==> src/rtl/vote_report_tx.sv <==
// Serial results transmitter: snapshots four 8-bit tallies and sends a framed 8N1 UART burst.
// Optional trailing checksum byte enabled by defining VOTE_REPORT_CHECKSUM_EN.
module vote_report_tx #(
  parameter int unsigned CLKS_PER_BIT = 434,
  parameter logic [7:0]  HEADER       = 8'hA5
) (
  input  logic       clk,
  input  logic       reset,
  input  logic       start,
  input  logic [7:0] tally_1,
  input  logic [7:0] tally_2,
  input  logic [7:0] tally_3,
  input  logic [7:0] tally_4,
  output logic       tx,
  output logic       busy,
  output logic       done
);

  typedef enum logic [1:0] {
    IDLE      = 2'd0,
    START_BIT = 2'd1,
    DATA      = 2'd2,
    STOP_BIT  = 2'd3
  } state_t;

  localparam logic [15:0] BAUD_LAST = 16'(CLKS_PER_BIT - 1);

`ifdef VOTE_REPORT_CHECKSUM_EN
  localparam logic [2:0] LAST_BYTE = 3'd5;
`else
  localparam logic [2:0] LAST_BYTE = 3'd4;
`endif

  state_t      state_q, state_d;
  logic [15:0] baud_cnt;
  logic [2:0]  bit_cnt;
  logic [2:0]  byte_idx;
  logic [7:0]  data_byte;
  logic [7:0]  next_byte;
  logic [7:0]  snap_1, snap_2, snap_3, snap_4;
  logic        tx_d, busy_d;
  logic        tx_q, busy_q, done_q;
  logic        baud_tick, last_byte, accept;

  assign baud_tick = (baud_cnt == BAUD_LAST);
  assign last_byte = (byte_idx == LAST_BYTE);
  // busy_q still high in the first IDLE cycle, so a start there is ignored.
  assign accept    = (state_q == IDLE) && start && !busy_q;

`ifdef VOTE_REPORT_CHECKSUM_EN
  logic [7:0] checksum;
  assign checksum = snap_1 + snap_2 + snap_3 + snap_4;
`endif

  // Byte that follows the one at byte_idx in the frame.
  always_comb begin
    // NOTE: default assignment first so no path leaves next_byte unassigned (no latch).
    next_byte = 8'h00;
    case (byte_idx)
      3'd0:    next_byte = snap_1;
      3'd1:    next_byte = snap_2;
      3'd2:    next_byte = snap_3;
      3'd3:    next_byte = snap_4;
`ifdef VOTE_REPORT_CHECKSUM_EN
      3'd4:    next_byte = checksum;
`endif
      default: next_byte = 8'h00;
    endcase
  end

  always_ff @(posedge clk) begin
    if (reset) begin
      state_q <= IDLE;
    end else begin
      // NOTE: sequential state uses non-blocking assignments so all flops update together.
      state_q <= state_d;
    end
  end

  always_comb begin
    state_d = state_q;
    case (state_q)
      IDLE:      if (accept) state_d = START_BIT;
      START_BIT: if (baud_tick) state_d = DATA;
      DATA:      if (baud_tick && bit_cnt == 3'd7) state_d = STOP_BIT;
      STOP_BIT:  if (baud_tick) state_d = last_byte ? IDLE : START_BIT;
      default:   state_d = IDLE;
    endcase
  end

  always_comb begin
    tx_d   = 1'b1;
    busy_d = (state_q != IDLE);
    case (state_q)
      START_BIT: tx_d = 1'b0;
      DATA:      tx_d = data_byte[bit_cnt];
      default:   tx_d = 1'b1;
    endcase
  end

  // Datapath: counters, snapshot and current byte.
  always_ff @(posedge clk) begin
    if (reset) begin
      baud_cnt  <= '0;
      bit_cnt   <= '0;
      byte_idx  <= '0;
      data_byte <= '0;
      snap_1    <= '0;
      snap_2    <= '0;
      snap_3    <= '0;
      snap_4    <= '0;
    end else if (state_q == IDLE) begin
      baud_cnt <= '0;
      bit_cnt  <= '0;
      if (accept) begin
        snap_1    <= tally_1;
        snap_2    <= tally_2;
        snap_3    <= tally_3;
        snap_4    <= tally_4;
        byte_idx  <= '0;
        data_byte <= HEADER;
      end
    end else begin
      baud_cnt <= baud_tick ? 16'd0 : baud_cnt + 16'd1;
      if (state_q == DATA && baud_tick)
        bit_cnt <= bit_cnt + 3'd1;
      if (state_q == STOP_BIT && baud_tick && !last_byte) begin
        byte_idx  <= byte_idx + 3'd1;
        data_byte <= next_byte;
      end
    end
  end

  // Registered outputs: one cycle behind the FSM, glitch-free.
  always_ff @(posedge clk) begin
    if (reset) begin
      tx_q   <= 1'b1;
      busy_q <= 1'b0;
      done_q <= 1'b0;
    end else begin
      tx_q   <= tx_d;
      busy_q <= busy_d;
      done_q <= busy_q && !busy_d;
    end
  end

  assign tx   = tx_q;
  assign busy = busy_q;
  assign done = done_q;

endmodule
==> config.mk <==
export PLATFORM = sky130hd
export DESIGN_NAME = vote_report_tx
export DESIGN_NICKNAME = d
export VERILOG_FILES = /design/src/rtl/vote_report_tx.sv
export SDC_FILE = /design/constraint.sdc
export NUM_CORES = 1
export LEC_CHECK = 0
export ABC_AREA = 1
export BUFFER_PORTS_ARGS = -buffer_cell sky130_fd_sc_hd__buf_2
export CAP_MARGIN = 20
export CORE_MARGIN = 1.5
export CORE_UTILIZATION = 58
export DETAILED_ROUTE_END_ITERATION = 10
export PLACE_DENSITY = 0.79
export SETUP_SLACK_MARGIN = 0.15
export SYNTH_ARGS = -nofsm -noshare
export SYNTH_HDL_FRONTEND = slang
export SYNTH_SLANG_ARGS = --single-unit
==> constraint.sdc <==
create_clock -name clk -period 1.8 [get_ports clk]
set_input_delay 0.36 -clock clk [delete_from_list [all_inputs] [get_ports clk]]
set_output_delay 0.36 -clock clk [all_outputs]
set_load 0.01 [all_outputs]
; After elaboration in Yosys (flattened, before gate mapping)
; Cells that the tools add are included.
[word_totals]
register_bits = 67
output_inout_bits = 3
word_cells = 64
[op_classes]
n_addsub = 3
order_cmp = 1
eq_ne = 13
mux = 16
n_reduce_logical = 19
[ops]
columns = op, count
row1 = case mux 8 bit (4 select lines), 1
row2 = 2-to-1 mux 8 bit, 3
row3 = adder 16 x 1 -> 16 bit (second input constant), 1
row4 = equality test 16 x 9 -> 1 bit (second input constant), 1
row5 = 2-to-1 mux 3 bit, 3
row6 = 2-to-1 mux 2 bit, 4
row7 = inequality test 2 bit (second input constant), 4
row8 = case mux 2 bit (4 select lines), 1
row9 = logical AND 1 bit, 7
row10 = adder 3 x 1 -> 3 bit (second input constant), 2
row11 = equality test 3 x 2 -> 1 bit (second input constant), 2
row12 = equality test 3 bit (second input constant), 2
row13 = equality test 2 bit (second input constant), 2
row14 = less-than comparator 3 x 4 -> 1 bit (second input constant), 1
row15 = AND reduction 2 bit, 2
row16 = AND reduction 4 bit, 1
row17 = nonzero test 2 bit, 2
row18 = binary-select mux 1 bit (select 3 bit), 1
row19 = equality test 3 x 1 -> 1 bit (second input constant), 1
row20 = logical NOT 1 bit, 3
row21 = logical NOT 3 bit, 1
row22 = OR reduction 3 bit, 1
row23 = equality test 2 x 1 -> 1 bit (second input constant), 1
row24 = logical NOT 2 bit, 1
row25 = other kinds (3), 4

; Longest topological paths before layout
; Gate-level depths: netlist of the first run.
[logic_depth]
depth_word = 5
ltp_mapped = 11
mapped_depth_nobuf = 11

; Worst setup path before layout of the first run
; Ideal clock, no wire load.
[synth_timing]
path_kind = register to register
start = register byte_idx[0]
end = register data_byte[1]
setup_ns = 0.112
arrival_ns = 1.445
t_required_ns = 1.688
setup_slack_ns = 0.244
path_stages_with_launch = 12
n_path_buf = 1
synth_period_minus_slack_ns = 1.556
cell_sequence = dfxtp_1 inv_1 ha_1 buf_2 nand2_1 nand2_1 nor2_1 nand2_4 nand2_4 inv_1 nor2_1 nor2_1
[synth_via]
elab_chain_cells = 5
elab_cells_between_ends = 12
cone_classes = 4 x eq/ne / 3 x mux / 5 x reduce/logical
[synth_rtl]
columns = item, line_no
row1 = from (decl), 37  ; logic [2:0] byte_idx;
row2 = from (signal assigned), 128  ; byte_idx <= byte_idx + 3'd1;
row3 = branches (longest 5 deep; another with case mux 8 bit (4 select lines)), -
row4 = to (signal assigned), 129  ; data_byte <= next_byte;
row5 = to (decl), 38  ; logic [7:0] data_byte;
; Parallel ways; which one is timed is not known. The select of a mux whose other input is x is not followed.
; A chain may end at the register's enable or synchronous reset.

; Worst setup path in the final report of the first run
[layout_timing]
start = register byte_idx[1]
end = register data_byte[1]
; Same word-level chain as after synthesis.

==> reports/qor.csv, run 1 <==
stage,metric,value,unit
synthesis,"Seq/Total Area, Yosys",41.9,%
floorplan,boundary pin count,38,
timing,Final setup viols,0,
timing,TNS Setup,0,ps
synthesis,"Cell Area, Synth",3200,sq um
min_path,hold crit path type,primary input to register,
synthesis,Synth Area in Adders,5.08,%
worst_setup_path,reg2reg path depth,10,
routing,WL/cell,13.0,um
status,status,completed,
pwr,Leakage,1.65,nW
routing,via count,2941,
final_layout,Ant. Diodes,0,
floorplan,Die Span X,77.3,um
clocking,clk slew on worst S/H paths,70,ps
worst_setup_path,Critical Path Sink,data_byte[1],
placed_design,dpl hpwl,4860,um
clocking,CTS tree,done,
timing,Setup WS post-layout,132,ps
global_routing,largest net degree at the start of global routing,46,
routing,drt first pass iters,4,
final_layout,flip-flop and latch area,1340,sq um
synthesis,Synth Area in Compound Gates,12.7,%
synthesis,"area leader, netlist",dfxtp_1,
final_layout,Fillers,458,
global_routing,vias in the first global route,2751,
synthesis,Syn Nets,484,
routing,Final ANT Viol Nets,0,
floorplan,Die Ht,77.3,um
synthesis,multiplexer share of the synthesized area,0,%
clocking,Num CTS Buffers,9,
clocking,Clock Tree Buf Depth,2,
timing,Worst-Margin Slew,398,ps
synthesis,simple-gate share of the synthesized area,31.9,%
worst_setup_path,endpoint type of the worst setup path,register,
worst_setup_path,Critical Path Source,byte_idx[1],
timing,fin crit share,92.7,%
worst_setup_path,Startpoint Class,register,
floorplan,die area,5980,sq um
global_routing,first-pass GRT wire length,12200,um
global_routing,total congestion overflow,0,
clocking,Sink Count,67,
synthesis,Synth top area share,41.9,%
placed_design,Port Buf Inserts,37,
timing,Max Slew Vio Count,0,
pwr,Power Density,1440,nW/um^2
synthesis,largest family of logic cells by synthesized area,simple AND/OR/NAND/NOR gates,
clocking,H-Tree Level Count,3,
routing,Detailed Route Iter0 Violations,138,
routing,DRC,0,
placed_design,dpl ws,42.1,ps
timing,unrepaired setup endpoints after global routing,yes,
floorplan,initial core utilization,61.6,%
synthesis,Synth Instances,436,
clocking,"Clk Latency, worst-skew pair",340,ps
timing,Final min period,1670,ps
timing,Worst slew margin,73.5,%
run,MaxCap Viol Count,0,
placed_design,gpl congestion,0.781,
synthesis,Unique masters post-synth,32,
synthesis,yosys warns,0,
final_layout,Final nets,523,
timing,clock skew,12.2,ps
worst_setup_path,worst-path maximum fanout,7,
timing,fmax,599,MHz
synthesis,Synth Area per Inst,7.35,sq um
worst_setup_path,Setup CP Type,register to register,
final_layout,share of post-route cells with drive strength above 1,20.4,%
worst_setup_path,Worst Path Required,2040,ps
timing,final-report hold violation count,0,
routing,Via density,5.35,
min_path,hold wc startpoint,tally_4[3],
clocking,clock root buffer,clkbuf_8,
worst_setup_path,r2r setup slk,130,ps
worst_setup_path,Worst R2R End,data_byte[1],
global_routing,antenna violations before repair,0,
global_routing,all-layer global routing usage,25.7,%
pwr,Power Total,0.00531,W
floorplan,core area,5200,sq um
synthesis,"FF+latch count, synth",67,
synthesis,Post-Synth XOR/XNOR Area,1.37,%
final_layout,area of the multi-input gates,1670,sq um
synthesis,top post-synthesis cells by area,"dfxtp_1, nor2_1, o21ai_0, nand2_1, nand3_1",
worst_setup_path,Reg-to-Reg Start,byte_idx[1],
floorplan,num rows,26,
final_layout,Layout area overhead,15.3,%
worst_setup_path,worst path arrival time,1910,ps
pwr,maximum VDD drop,0.926,mV
routing,final wirelength,7170,um
## power by group
group	switching (W)	total, W	internal, W
clock	0.000533	0.00121	0.000678
combinational	0.00127	0.00205	0.000777
sequential	0.000205	0.00205	0.00185
total	0.00201	0.00531	0.00330
## layout make-up
type | instances | area share (%)
multi-input combinational | 316 | 45.3
sequential | 67 | 36.3
timing repair buffer | 49 | 7.66
clock buffer | 14 | 4.13
inverter | 32 | 3.25
tap | 70 | 2.37
clock inverter | 2 | 0.949
## cells in the mapped netlist (all sizes together)
| cell | n |
|---|---|
| buf | 9 |
| a41oi | 4 |
| clkinv | 2 |
| inv | 30 |
| o21ai | 41 |
| nand2 | 58 |
| nor3 | 4 |
| xnor2 | 2 |
| o211ai | 3 |
| xor2 | 3 |
| a21oi | 23 |
| or2 | 2 |
| nand3 | 45 |
| a31oi | 1 |
| clkbuf | 12 |
| o21a | 1 |
| nor3b | 1 |
| dfxtp | 67 |
| nand4 | 5 |
| nor2 | 110 |
| ha | 13 |
## what timing repair did
item	4_1_cts	5_1_grt
gates resized for setup	4	7
hold buffers	0	0
pin swaps	0	0
buffers inserted	0	2
endpoints found under the setup margin	45	44
## sequential cells by signal, summed over array words and instances, names as in the netlist, 3 cells and up
name / count
baud_cnt: 16
bit_cnt: 3
data_byte: 8
snap_3: 8
byte_idx: 3
snap_1: 8
snap_4: 8
snap_2: 8
## metal layers
metal,vias to the layer above,share of wire (%),global-route usage [%]
met1,1366,43,30.1
met5,-,0,0
met4,0,1.7,9.27
met3,15,4.2,7.29
met2,67,51,44.5
li1,1493,-,-
## worst min path at each step
stage	endpoint	cells after the start
6_report	snap_4[3]	3
5_1_grt	snap_4[2]	3
4_1_cts	snap_4[3]	3
3_5_place_dp	done	2
3_3_place_gp	baud_cnt[0]	1
2_1_floorplan	byte_idx[0]	1
## through the flow
stage,instance area [sq um],utilization [%],hold WS (ps),instances
2_1_floorplan,3200,-,429,436
3_3_place_gp,3440,66.2,462,532
3_5_place_dp,3440,66.2,470,532
4_1_cts,3650,70.1,233,548
5_1_grt,3690,71.0,237,550
6_report,3690,71.0,236,550
## placed cells by master (no fill, tap or decap), types with 5 or more instances in the layout
cell,instances
dfxtp_1,66
a21oi_1,18
nand3_1,34
inv_1,28
nor2_2,7
nand3_2,11
ha_1,12
nand4_1,5
clkbuf_8,10
nand2_1,52
o21ai_0,41
nor2_1,102
buf_4,11
a21oi_2,5
buf_2,37
## worst max-delay path, stage by stage (launching register included)
cell     delay (ps)
dfxtp_1         370
inv_1           100
ha_1            220
nand2_1         110
nand2_1          80
nor2_2          150
nand2_4         120
nand2_4         130
inv_1           110
nor2_1          130
nor2_1           50
## logic make-up (layout without fill, tap and decap cells)
logic type	after synthesis	after routing
AO/OA/AOI/OAI	73	73
XOR/XNOR	5	5
adder cells (fa/ha/maj)	13	13
buffers and inverters	53	97
flip-flops	67	67
AND/OR/NAND/NOR	225	225
(Power assumes the default switching activity.)
==> inputs of run 2 (changes only) <==
- clock period: 1.8 -> 1.6 ns (I/O delays scaled with it)
==> reports/qor.csv, run 2 (synthesis results as in run 1) <==
stage,metric,value,unit,change
final_layout,Largest register FFs,16,,unchanged
clocking,H-Tree Level Count,3,,unchanged
clocking,"Clk Latency, worst-skew pair",350,ps,was 340 ps
pwr,Power Density,1640,nW/um^2,was 1440 nW/um^2
routing,via count,3074,,was 2941
routing,final wirelength,8320,um,was 7170 um
routing,drt first pass iters,5,,was 4
routing,WL/cell,14.9,um,was 13.0 um
global_routing,first-pass GRT wire length,12700,um,was 12200 um
timing,unrepaired setup endpoints after global routing,yes,,unchanged
worst_setup_path,r2r setup slk,130,ps,about the same
floorplan,core area,5200,sq um,unchanged
clocking,clk slew on worst S/H paths,70,ps,about the same
floorplan,Die Span X,77.3,um,unchanged
clocking,Clock Tree Buf Depth,2,,unchanged
final_layout,final instance area,4080,sq um,was 3690 sq um
placed_design,dpl hpwl,4890,um,was 4860 um
final_layout,Layout area overhead,27.4,%,was 15.3%
worst_setup_path,worst path cell trace,nand2_2 -> inv_1 -> nand2_1 -> nor2_4 -> nand2_4 -> inv_4 -> nand2_8 -> buf_4 -> nand3_2 -> nand2_1 -> a21oi_2,,was inv_1 -> ha_1 -> nand2_1 -> nand2_1 -> nor2_2 -> nand2_4 -> nand2_4 -> inv_1 -> nor2_1 -> nor2_1
floorplan,num rows,26,,unchanged
clocking,Post-CTS Hold Fix Bufs,0,,unchanged
status,status,completed,,unchanged
timing,TNS Setup,0,ps,unchanged
timing,fmax,681,MHz,was 599 MHz
worst_setup_path,endpoint type of the worst setup path,register,,unchanged
timing,fin crit share,91.8,%,was 92.7%
floorplan,initial core utilization,61.6,%,unchanged
worst_setup_path,Buf/Inv on CP,3,,was 2
timing,Final setup viols,0,,unchanged
timing,Final min period,1470,ps,was 1670 ps
floorplan,die area,5980,sq um,unchanged
floorplan,Die Ht,77.3,um,unchanged
worst_setup_path,worst-path maximum fanout,5,,was 7
global_routing,all-layer global routing usage,27.0,%,was 25.7%
floorplan,boundary pin count,38,,unchanged
worst_setup_path,"most used cell, CP",nand2_1,,
routing,DRC,0,,unchanged
clocking,Num CTS Buffers,9,,unchanged
pwr,Leakage,1.75,nW,was 1.65 nW
clocking,clock root buffer,clkbuf_8,,unchanged
placed_design,Port Buf Inserts,37,,unchanged
pwr,maximum VDD drop,0.978,mV,was 0.926 mV
global_routing,antenna violations before repair,0,,unchanged
final_layout,"commonest non-fill, non-tap cell in the layout",nor2_1,,unchanged
routing,Detailed Route Iter0 Violations,192,,was 138
timing,Worst slew margin,79.8,%,was 73.5%
worst_setup_path,max incr delay on CP,360,ps,was 370 ps
final_layout,largest register by flop count,baud_cnt,,unchanged
run,MaxCap Viol Count,0,,unchanged
placed_design,dpl cell area,3490,sq um,was 3440 sq um
worst_setup_path,Worst Path Required,1890,ps,was 2040 ps
final_layout,most frequent cells in the layout,"nor2_1, dfxtp_1, nand2_1",,unchanged
final_layout,share of post-route cells with drive strength above 1,33.2,%,was 20.4%
worst_setup_path,Setup CP Type,register to register,,unchanged
global_routing,total congestion overflow,0,,unchanged
routing,Final ANT Viol Nets,0,,unchanged
clocking,Sink Count,67,,unchanged
clocking,CTS tree,done,,unchanged
timing,Max Slew Vio Count,0,,unchanged
worst_setup_path,Startpoint Class,register,,unchanged
final_layout,Ant. Diodes,0,,unchanged
final_layout,Final nets,531,,was 523
worst_setup_path,Top delay family on crit path,simple AND/OR/NAND/NOR gates,,unchanged
placed_design,gpl congestion,0.839,,was 0.781
worst_setup_path,slowest CP cell,dfxtp_2,,was dfxtp_1
timing,final-report hold violation count,0,,unchanged
timing,clock skew,8.99,ps,was 12.2 ps
global_routing,largest net degree at the start of global routing,46,,unchanged
min_path,hold crit path type,primary input to register,,unchanged
global_routing,vias in the first global route,2808,,was 2751
timing,Worst-Margin Slew,304,ps,was 398 ps
routing,Via density,5.51,,was 5.35
worst_setup_path,worst path arrival time,1750,ps,was 1910 ps
## run 2: cell types whose count changed in the layout (fill, tap and decap cells not counted), moves of 6 or more
cell     delta
nor2_1     -12
inv_1       -8
nor2_4      +7
dfxtp_4     +6
nand2_1     -8
ha_1        -6
nand2_2     +7
dfxtp_1    -14
dfxtp_2     +8
## run 2: what timing repair did
item	CTS	global route
resized for setup	35	53
setup endpoints to repair	64	55
setup buffers	3	6
pin swaps	6	12
cloned	1	0
## run 2: worst register-to-register path: stages, from the launching register on
cell and delay, ps:
dfxtp_2 360, nand2_2 90, inv_1 90, nand2_1 100, nor2_4 150, nand2_4 90, inv_4 100, nand2_8 70
buf_4 140, nand3_2 60, nand2_1 60, a21oi_2 100
## run 2: cell type report
| type | instances | area (sq um) |
|---|---|---|
| Clock buffer | 12 | 165 |
| Clock inverter | 4 | 47.5 |
| Fill cell | 379 | 1120 |
| Inverter | 32 | 130 |
| Multi-Input combinational cell | 316 | 1860 |
| Sequential cell | 67 | 1380 |
| Tap cell | 70 | 87.6 |
| Timing Repair Buffer | 57 | 414 |
## run 2: final timing paths
path	start	endpoint	cells after the start
hold / removal	tally_4[7]	snap_4[7]	3
setup / recovery	baud_cnt[5]	byte_idx[1]	11
hold reg to reg	baud_cnt[0]	baud_cnt[0]	1
setup reg to reg	baud_cnt[5]	byte_idx[1]	11
## run 2: through the flow
stage / util (%) / power (W) / hold slack (ps) / instances / setup WS (ps)
global placement: 67.0 / 0.00444 / 461 / 532 / 30.6
CTS: 74.0 / 0.00629 / 184 / 552 / 138
detailed placement: 67.0 / 0.00451 / 465 / 532 / -76.9
finish: 78.4 / 0.00667 / 189 / 558 / 131
floorplan: - / 0.00394 / 382 / 436 / 152
global route: 78.4 / 0.00706 / 198 / 558 / 44.6
## run 2: layer usage
layer  up-vias  global-route usage [%]  part of all wire [%]
li1       1517                       -                     -
met3        17                    4.35                   4.5
met5         -                       0                     0
met2        86                    46.2                    50
met4         0                    12.2                   2.1
met1      1454                    33.4                    43
## run 2: power by group
part / total [W] / internal, W / switching (W) / leakage (nW)
logic: 0.00281 / 0.00114 / 0.00167 / 1.08
registers: 0.00237 / 0.00210 / 0.000269 / 0.558
clock network: 0.00150 / 0.000842 / 0.000658 / 0.108
total: 0.00667 / 0.00408 / 0.00259 / 1.75
